[src/rtl/butterfly_loader.sv]
// Collects 24 complex beats into a 48-word butterfly frame and hands it off with a valid/ready handshake.
// Optional flush port enabled by defining BUTTERFLY_LOADER_FLUSH_EN.
module butterfly_loader (
  input  logic              clk,
  input  logic              rst,
  input  logic [31:0]       in_data,
  input  logic              in_valid,
  output logic              in_ready,
  output logic [47:0][15:0] data_par_out,
  output logic              out_valid,
  input  logic              out_ready,
  output logic [7:0]        frame_cnt
`ifdef BUTTERFLY_LOADER_FLUSH_EN
  ,
  input  logic              flush
`endif
);

  typedef enum logic [1:0] {
    IDLE = 2'd0,
    FILL = 2'd1,
    FULL = 2'd2
  } state_t;

  state_t            state_q, state_d;
  logic [4:0]        beat_q, beat_d;
  logic [47:0][15:0] words_q;
  logic [7:0]        frame_q;
  logic              out_valid_q;
  logic              flush_w;
  logic              accept;
  logic              deliver;
  logic [5:0]        idx_lo, idx_hi;

`ifdef BUTTERFLY_LOADER_FLUSH_EN
  assign flush_w = flush;
`else
  assign flush_w = 1'b0;
`endif

  // Word 6b+2s collapses to 2k, so beat k always lands in words 2k and 2k+1.
  assign idx_lo = {beat_q, 1'b0};
  assign idx_hi = {beat_q, 1'b1};

  always_comb begin
    state_d  = state_q;
    beat_d   = beat_q;
    in_ready = 1'b0;
    accept   = 1'b0;
    deliver  = 1'b0;
    case (state_q)
      IDLE, FILL: begin
        in_ready = !rst && !flush_w;
        accept   = in_valid && in_ready;
        if (flush_w) begin
          state_d = IDLE;
          beat_d  = 5'd0;
        end else if (accept) begin
          if (beat_q == 5'd23) begin
            state_d = FULL;
            beat_d  = 5'd0;
          end else begin
            state_d = FILL;
            beat_d  = beat_q + 5'd1;
          end
        end
      end
      FULL: begin
        deliver = out_ready;
        if (out_ready) state_d = IDLE;
      end
      default: begin
        state_d = IDLE;
        beat_d  = 5'd0;
      end
    endcase
  end

  always_ff @(posedge clk) begin
    if (rst) begin
      state_q     <= IDLE;
      beat_q      <= 5'd0;
      words_q     <= '0;
      frame_q     <= 8'd0;
      out_valid_q <= 1'b0;
    end else begin
      state_q     <= state_d;
      beat_q      <= beat_d;
      out_valid_q <= (state_d == FULL);
      if (accept) begin
        words_q[idx_lo] <= in_data[15:0];
        words_q[idx_hi] <= in_data[31:16];
      end
      if (deliver) frame_q <= frame_q + 8'd1;
    end
  end

  assign data_par_out = words_q;
  assign out_valid    = out_valid_q;
  assign frame_cnt    = frame_q;

endmodule

[config.mk]
export PLATFORM = sky130hd
export DESIGN_NAME = butterfly_loader
export DESIGN_NICKNAME = d
export VERILOG_FILES = /design/src/rtl/butterfly_loader.sv
export SDC_FILE = /design/constraint.sdc
export NUM_CORES = 2
export LEC_CHECK = 0
export CORE_AREA = 5 5 313 315
export DETAILED_ROUTE_END_ITERATION = 8
export DIE_AREA = 0 0 318 320
export GPL_ROUTABILITY_DRIVEN = 0
export PLACE_DENSITY = 0.67
export SYNTH_ARGS = -nofsm -noshare
export SYNTH_HDL_FRONTEND = slang
export SYNTH_SLANG_ARGS = --single-unit
[constraint.sdc]
create_clock -name clk -period 2.1 [get_ports clk]
set_input_delay 0.525 -clock clk [delete_from_list [all_inputs] [get_ports clk]]
set_output_delay 0.525 -clock clk [all_outputs]
set_load 0.01 [all_outputs]
# ---- Word-level counts from Yosys, hierarchy flattened
# Index checks and enable logic that the tools add are counted.
dict set report word_totals {
  reg_bits 784
  inputBits 36
  out_inout_bits 778
}
dict set report classes {
  n_addsub 2
  n_lt_le_gt_ge 4
  eq_ne 5
  mux 16
  bitwise_logic 1
  reduce_logical 7
}
# op count
set ops {}
lappend ops {{bitwise mux 768 bit} 2}
lappend ops {{demux 16 bit (select 5 bit)} 2}
lappend ops {{2-to-1 mux 16 bit} 2}
lappend ops {{< comparator 6 x 7 -> 1 bit, second input constant} 2}
lappend ops {{greater-or-equal comparator 6 x 1 -> 1 bit, second input constant} 2}
lappend ops {{2-to-1 mux 5 bit} 2}
lappend ops {{case mux 5 bit (2 select lines)} 1}
lappend ops {{adder 8 x 1 -> 8 bit, second input constant} 1}
lappend ops {{2-to-1 mux 2 bit} 3}
lappend ops {{adder 5 x 1 -> 5 bit, second input constant} 1}
lappend ops {{equality test 5 bit, second input constant} 1}
lappend ops {{equality test 2 bit, second input constant} 2}
lappend ops {{case mux 2 bit (2 select lines)} 1}
lappend ops {{logical AND 1 bit} 3}
lappend ops {{2-to-1 mux 1 bit} 3}
lappend ops {{equality test 2 x 1 -> 1 bit, second input constant} 1}
lappend ops {{logical NOT 2 bit} 1}
lappend ops {{inequality test 2 bit, second input constant} 1}
lappend ops {{AND reduction 2 bit} 1}
lappend ops {{OR reduction 2 bit} 1}
lappend ops {{logical NOT 1 bit} 1}
lappend ops {{inverter 1 bit} 1}

# ---- Depth between registers and ports, before layout
dict set report logic_depth {
  ltp_word 6
  ltp_mapped 7
}

# ---- Least setup slack after synthesis
# No wires, ideal clock.
dict set report synth_path {
  kind {input port to output port}
  start {input rst}
  end {output in_ready}
  t_arrival_ns 1.342
  required_ns 1.575
  path_slack_ns 0.233
  stages 4
  path_buffers 3
  path_cell_list {clkbuf_1 > clkbuf_1 > clkbuf_1 > nor2_1}
}
dict set report synth_via {
  elab_chain_len 2
}
# item line_no
set synth_lines {}
lappend synth_lines {{start, declared} 5} ;# input logic rst,
lappend synth_lines {{logical NOT 1 bit} 53} ;# in_ready = !rst && !flush_w;
lappend synth_lines {{2-to-1 mux 1 bit} 51} ;# case (state_q)
lappend synth_lines {{end, declared} 8} ;# output logic in_ready,
# No other way between the ends.

# ---- Worst setup path in the final report
dict set report layout_path {
  start {register words_q, in the netlist data_par_out[640]}
  end {output data_par_out[640] in the netlist's numbering}
}
# item line_no
set layout_rtl {}
lappend layout_rtl {{start, declared} 27} ;# logic [47:0][15:0] words_q;
lappend layout_rtl {{start signal, assigned by index} 91} ;# words_q[idx_lo] <= in_data[15:0];
lappend layout_rtl {{start signal, assigned by index} 92} ;# words_q[idx_hi] <= in_data[31:16];
lappend layout_rtl {{end, declared} 9} ;# output logic [47:0][15:0] data_par_out,
# No word-level cell between the ends.

==> report_table.html <==
<table>
<tr><th>Metric</th><th>Value</th></tr>
<tr><th colspan="2">Synth</th></tr>
<tr><td>Summed instance area of the synthesized netlist</td><td>29,830 um2</td></tr>
<tr><td>Simple-gate area share of the yosys netlist</td><td>14.12%</td></tr>
<tr><td>Total number of yosys warnings</td><td>0</td></tr>
<tr><td>Number of register bits inferred by synthesis</td><td>784</td></tr>
<tr><td>Asr flop ratio synth</td><td>0%</td></tr>
<tr><td>Post-synthesis mux area share</td><td>0.06712%</td></tr>
<tr><td>Gate Count Post-Synth</td><td>3,671</td></tr>
<tr><td>Synth top area cells</td><td>dfxtp_1, a21oi_1, nand3_1, o21ai_0, clkbuf_1</td></tr>
<tr><td>Dominant combinational cell family by area after synthesis</td><td>compound AO/OA/AOI/OAI gates</td></tr>
<tr><td>Mean area per synthesized cell</td><td>8.125 um2</td></tr>
<tr><td>Library cell occupying the most area in the post-synthesis netlist</td><td>dfxtp_1</td></tr>
<tr><td>Synth Flop Type</td><td>dfxtp_1</td></tr>
<tr><td>Xor and xnor fraction of the mapped netlist area</td><td>0.08809%</td></tr>
<tr><td>Compound-gate portion of the synthesized area</td><td>26.18%</td></tr>
<tr><td>Area share of the largest cell type after synthesis</td><td>52.62%</td></tr>
<tr><td>Post-synthesis sequential area ratio</td><td>52.62%</td></tr>
<tr><td>Unique masters post-synth</td><td>33</td></tr>
<tr><td>Number of flops mapped to enable cells by yosys</td><td>0</td></tr>
<tr><td>Post-synthesis adder-cell area fraction</td><td>0.2097%</td></tr>
<tr><td>Net count after synthesis</td><td>3,712</td></tr>
<tr><th colspan="2">Cells and area</th></tr>
<tr><td>Area growth from synthesis to layout</td><td>43.62%</td></tr>
<tr><td>Post-layout net count</td><td>4,345</td></tr>
<tr><td>Area taken by flip-flops and latches</td><td>15,700 um2</td></tr>
<tr><td>Fraction of final layout cells sized beyond drive strength 1</td><td>9.746%</td></tr>
<tr><td>Number of fill cells</td><td>9,241</td></tr>
<tr><td>Area of the multi-input gates</td><td>12,260 um2</td></tr>
<tr><th colspan="2">Critical path</th></tr>
<tr><td>CP Buf/Inv Count</td><td>1</td></tr>
<tr><td>Crit path DAT</td><td>1.53 ns</td></tr>
<tr><td>Data required time of the worst path</td><td>1.57 ns</td></tr>
<tr><td>Worst flop-to-flop path startpoint</td><td>beat_q[0]$_SDFFE_PP0P_</td></tr>
<tr><td>Kind of cell adding the most delay to the critical path</td><td>buffers and inverters</td></tr>
<tr><td>Critical Path Stages</td><td>1</td></tr>
<tr><td>Maximum fanout along the worst path</td><td>2</td></tr>
<tr><td>Setup slack of the worst register-to-register path</td><td>0.14 ns</td></tr>
<tr><td>Worst reg2reg path endpoint</td><td>data_par_out[114]$_SDFFE_PP0P_</td></tr>
<tr><td>Critical path's slowest cell</td><td>clkdlybuf4s50_1</td></tr>
<tr><td>Endpoint of the worst setup timing path</td><td>data_par_out[640]</td></tr>
<tr><td>Launch point of the worst path</td><td>data_par_out[640]$_SDFFE_PP0P_</td></tr>
<tr><td>Critical-path cell list</td><td>clkdlybuf4s50_1</td></tr>
<tr><td>Worst setup SP type</td><td>flop</td></tr>
<tr><td>Critical path start-end classification</td><td>reg -&gt; out</td></tr>
<tr><td>Biggest cell delay along the critical path</td><td>0.55 ns</td></tr>
<tr><td>Nature of the critical path endpoint</td><td>primary output</td></tr>
<tr><td>Length in cells of the worst reg-to-reg path</td><td>6</td></tr>
<tr><th colspan="2">Die</th></tr>
<tr><td>Starting Density</td><td>31.53%</td></tr>
<tr><td>Horizontal die dimension</td><td>318 um</td></tr>
<tr><td>Site row count</td><td>113</td></tr>
<tr><td>Area of the core region</td><td>94,590 um2</td></tr>
<tr><td>Floorplan die height</td><td>320 um</td></tr>
<tr><td>Number of I/O pins</td><td>814</td></tr>
<tr><td>Die area</td><td>101,800 um2</td></tr>
<tr><th colspan="2">GRT</th></tr>
<tr><td>Wire length of the first global-routing pass</td><td>198,100 um</td></tr>
<tr><td>Largest net degree at the start of global routing</td><td>120</td></tr>
<tr><td>Vias in the first global route</td><td>29,290</td></tr>
<tr><td>Grt total ovfl</td><td>0</td></tr>
<tr><td>Global-route usage over all layers</td><td>25.20%</td></tr>
<tr><td>Number of antenna violations at the first check in global routing</td><td>5</td></tr>
<tr><th colspan="2">STA</th></tr>
<tr><td>Transition time at the pin with the least slew margin</td><td>0.5686 ns</td></tr>
<tr><td>Final Hold Slack</td><td>0.1578 ns</td></tr>
<tr><td>Max Clock Skew</td><td>0.02532 ns</td></tr>
<tr><td>Final setup violating endpoints</td><td>0</td></tr>
<tr><td>RSZ-0062 raised after global routing</td><td>no</td></tr>
<tr><td>Final-report max-slew violation count</td><td>0</td></tr>
<tr><td>Share of the clock period used by the worst path after layout</td><td>97.65%</td></tr>
<tr><td>Upper clock frequency limit</td><td>487.6 MHz</td></tr>
<tr><td>Minimum clock period after layout</td><td>2.051 ns</td></tr>
<tr><td>Worst slew margin relative to its limit</td><td>62.09%</td></tr>
<tr><td>Hold violation count in the final report</td><td>0</td></tr>
<tr><td>Minimum setup slack in the final design</td><td>0.04931 ns</td></tr>
<tr><th colspan="2">Route</th></tr>
<tr><td>Vias per cell</td><td>5.718</td></tr>
<tr><td>Post-DRT Antenna Nets</td><td>0</td></tr>
<tr><td>Total vias in the final route</td><td>32,250</td></tr>
<tr><td>Detailed-route wire length</td><td>138,400 um</td></tr>
<tr><td>Post-route DRC violation count</td><td>0</td></tr>
<tr><td>Average routed wire per standard cell</td><td>24.53 um</td></tr>
<tr><td>Violation count after the first detailed-routing iteration</td><td>4,557</td></tr>
<tr><td>Drt pass-1 iters</td><td>8</td></tr>
<tr><th colspan="2">Clock tree</th></tr>
<tr><td>Post-CTS Setup Bufs</td><td>0</td></tr>
<tr><td>CTS root buffer</td><td>clkbuf_16</td></tr>
<tr><td>Number of levels the H-tree was split into</td><td>3</td></tr>
<tr><td>Clock Sinks</td><td>784</td></tr>
<tr><td>Clock buffer count from CTS</td><td>83</td></tr>
<tr><td>Clock transition at the registers of the reported paths</td><td>0.06 ns</td></tr>
<tr><td>Clock latency at the later pin of the worst-skew pair</td><td>0.65 ns</td></tr>
<tr><td>CTS tree</td><td>done</td></tr>
<tr><td>Max Root-Sink Buffers</td><td>3</td></tr>
<tr><td>Total of hold buffers inserted after clock tree synthesis</td><td>0</td></tr>
<tr><th colspan="2">Power and ir drop</th></tr>
<tr><td>Leakage power summed over all cells</td><td>18.02 nW</td></tr>
<tr><td>Worst-case vdd ir drop</td><td>0.5433 mV</td></tr>
<tr><td>Overall power of the completed layout</td><td>32.91 mW</td></tr>
<tr><td>PD cells</td><td>768.3 nW/um2</td></tr>
<tr><th colspan="2">Job</th></tr>
<tr><td>Max cap viols</td><td>0</td></tr>
<tr><th colspan="2">Hold path</th></tr>
<tr><td>Type of the worst min-delay path</td><td>in -&gt; reg</td></tr>
<tr><th colspan="2">Placement</th></tr>
<tr><td>Setup Slack @ Placement</td><td>-0.2102 ns</td></tr>
<tr><td>Number of I/O port buffers</td><td>813</td></tr>
<tr><td>Half-perimeter wire length after placement</td><td>84,210 um</td></tr>
<tr><th colspan="2">Outcome</th></tr>
<tr><td>Outcome</td><td>finished clean</td></tr>
</table>
[cells in the mapped netlist, types with 5 or more instances]
library cell  instances
nand3_1             770
nand2_1               5
nand3b_1              5
ha_1                  5
nor2b_1               5
clkbuf_1            376
buf_1                20
nor2_1                5
dfxtp_1             784
a21oi_1             778
o21ai_1              18
buf_2               100
o21ai_0             755
[per-stage QoR]
step / cell area [um2] / TNS [ns] / std cells / utilization [%]
finish: 42840 / 0 / 5640 / 45.29
global route: 42830 / 0 / 5637 / 45.28
CTS: 42680 / 0 / 5636 / 45.12
detailed placement: 40500 / -91.70 / 5484 / 42.82
global placement: 40500 / -64.99 / 5484 / 42.82
floorplan: 29830 / 0 / 3671 / -
[metal layers]
metal | GRT usage (%) | vias up | wire length (um)
li1 | - | 14360 | -
met5 | 0 | - | 13
met3 | 7.544 | 400 | 16350
met1 | 32.56 | 15410 | 53180
met2 | 37.77 | 2078 | 60340
met4 | 13.90 | 2 | 8486
[power by group]
group,internal (mW),switching (mW)
Sequential,14.9,0.0420
Combinational,0.548,1.49
Clock,9.49,6.41
Total,25.0,7.94
[registers in the layout, indices dropped and copies added, names as in the netlist]
| register | flops |
|---|---|
| out_valid | 1 |
| state_q | 2 |
| beat_q | 5 |
| frame_cnt | 8 |
| data_par_out | 768 |
[how the worst min path moves through the flow]
stage                              startpoint                             end  slack (ns)  depth (start not counted)
2_1_floorplan       frame_cnt[7]$_SDFFE_PP0P_       frame_cnt[7]$_SDFFE_PP0P_        0.50                          2
3_3_place_gp   data_par_out[462]$_SDFFE_PP0P_  data_par_out[462]$_SDFFE_PP0P_        0.46                          2
3_5_place_dp   data_par_out[242]$_SDFFE_PP0P_  data_par_out[242]$_SDFFE_PP0P_        0.47                          2
4_1_cts                                   rst          beat_q[1]$_SDFFE_PP0P_        0.09                          2
5_1_grt                                   rst          beat_q[1]$_SDFFE_PP0P_        0.12                          2
6_report                                  rst          beat_q[1]$_SDFFE_PP0P_        0.16                          2
[kinds of logic after synthesis]
family / count (synthesis)
AOI/OAI and AO/OA: 1557
xor gates and xnor gates: 3
adders and majority gates: 5
buffers and inverters: 500
DFF: 784
muxes: 2
and+or+nand+nor: 820
[cells in the final DEF (no fill, tap or decap), types with 4 or more instances in the layout]
cell             synthesis  final
dfxtp_1                784    781
a21oi_1                778    778
nand3_1                770    770
o21ai_0                755    755
dlygate4sd2_1            0    630
buf_4                    0    133
buf_12                   0     98
clkdlybuf4s50_1          0     91
clkbuf_16                0     84
dlymetal6s2s_1           0     60
buf_2                  100     30
clkbuf_8                 0     21
o21ai_1                 18     18
clkinv_2                 0     14
bufinv_16                0     11
clkbuf_1               376     10
nor2_1                   5      5
nand3b_1                 5      5
nand2_1                  5      5
nor2b_1                  5      5
ha_1                     5      5
inv_6                    0      5
diode_2                  0      4
inv_1                    4      4
nand4bb_4                0      4
[area by class of cell]
type | instances | area share [%]
Tap cell | 1265 | 3.695
Sequential cell | 784 | 36.65
Timing Repair Buffer | 1044 | 24.08
Clock buffer | 115 | 5.669
Multi-Input combinational cell | 2387 | 28.61
Antenna cell | 4 | 0.02337
Clock inverter | 37 | 1.236
Inverter | 4 | 0.03505
[what timing repair did]
item / in CTS / in global routing
endpoints found under the setup margin: 631 / 60
endpoints found under the hold margin: 0 / 0
gates resized for setup: 636 / 60
Power figures use the tool's default switching activity.
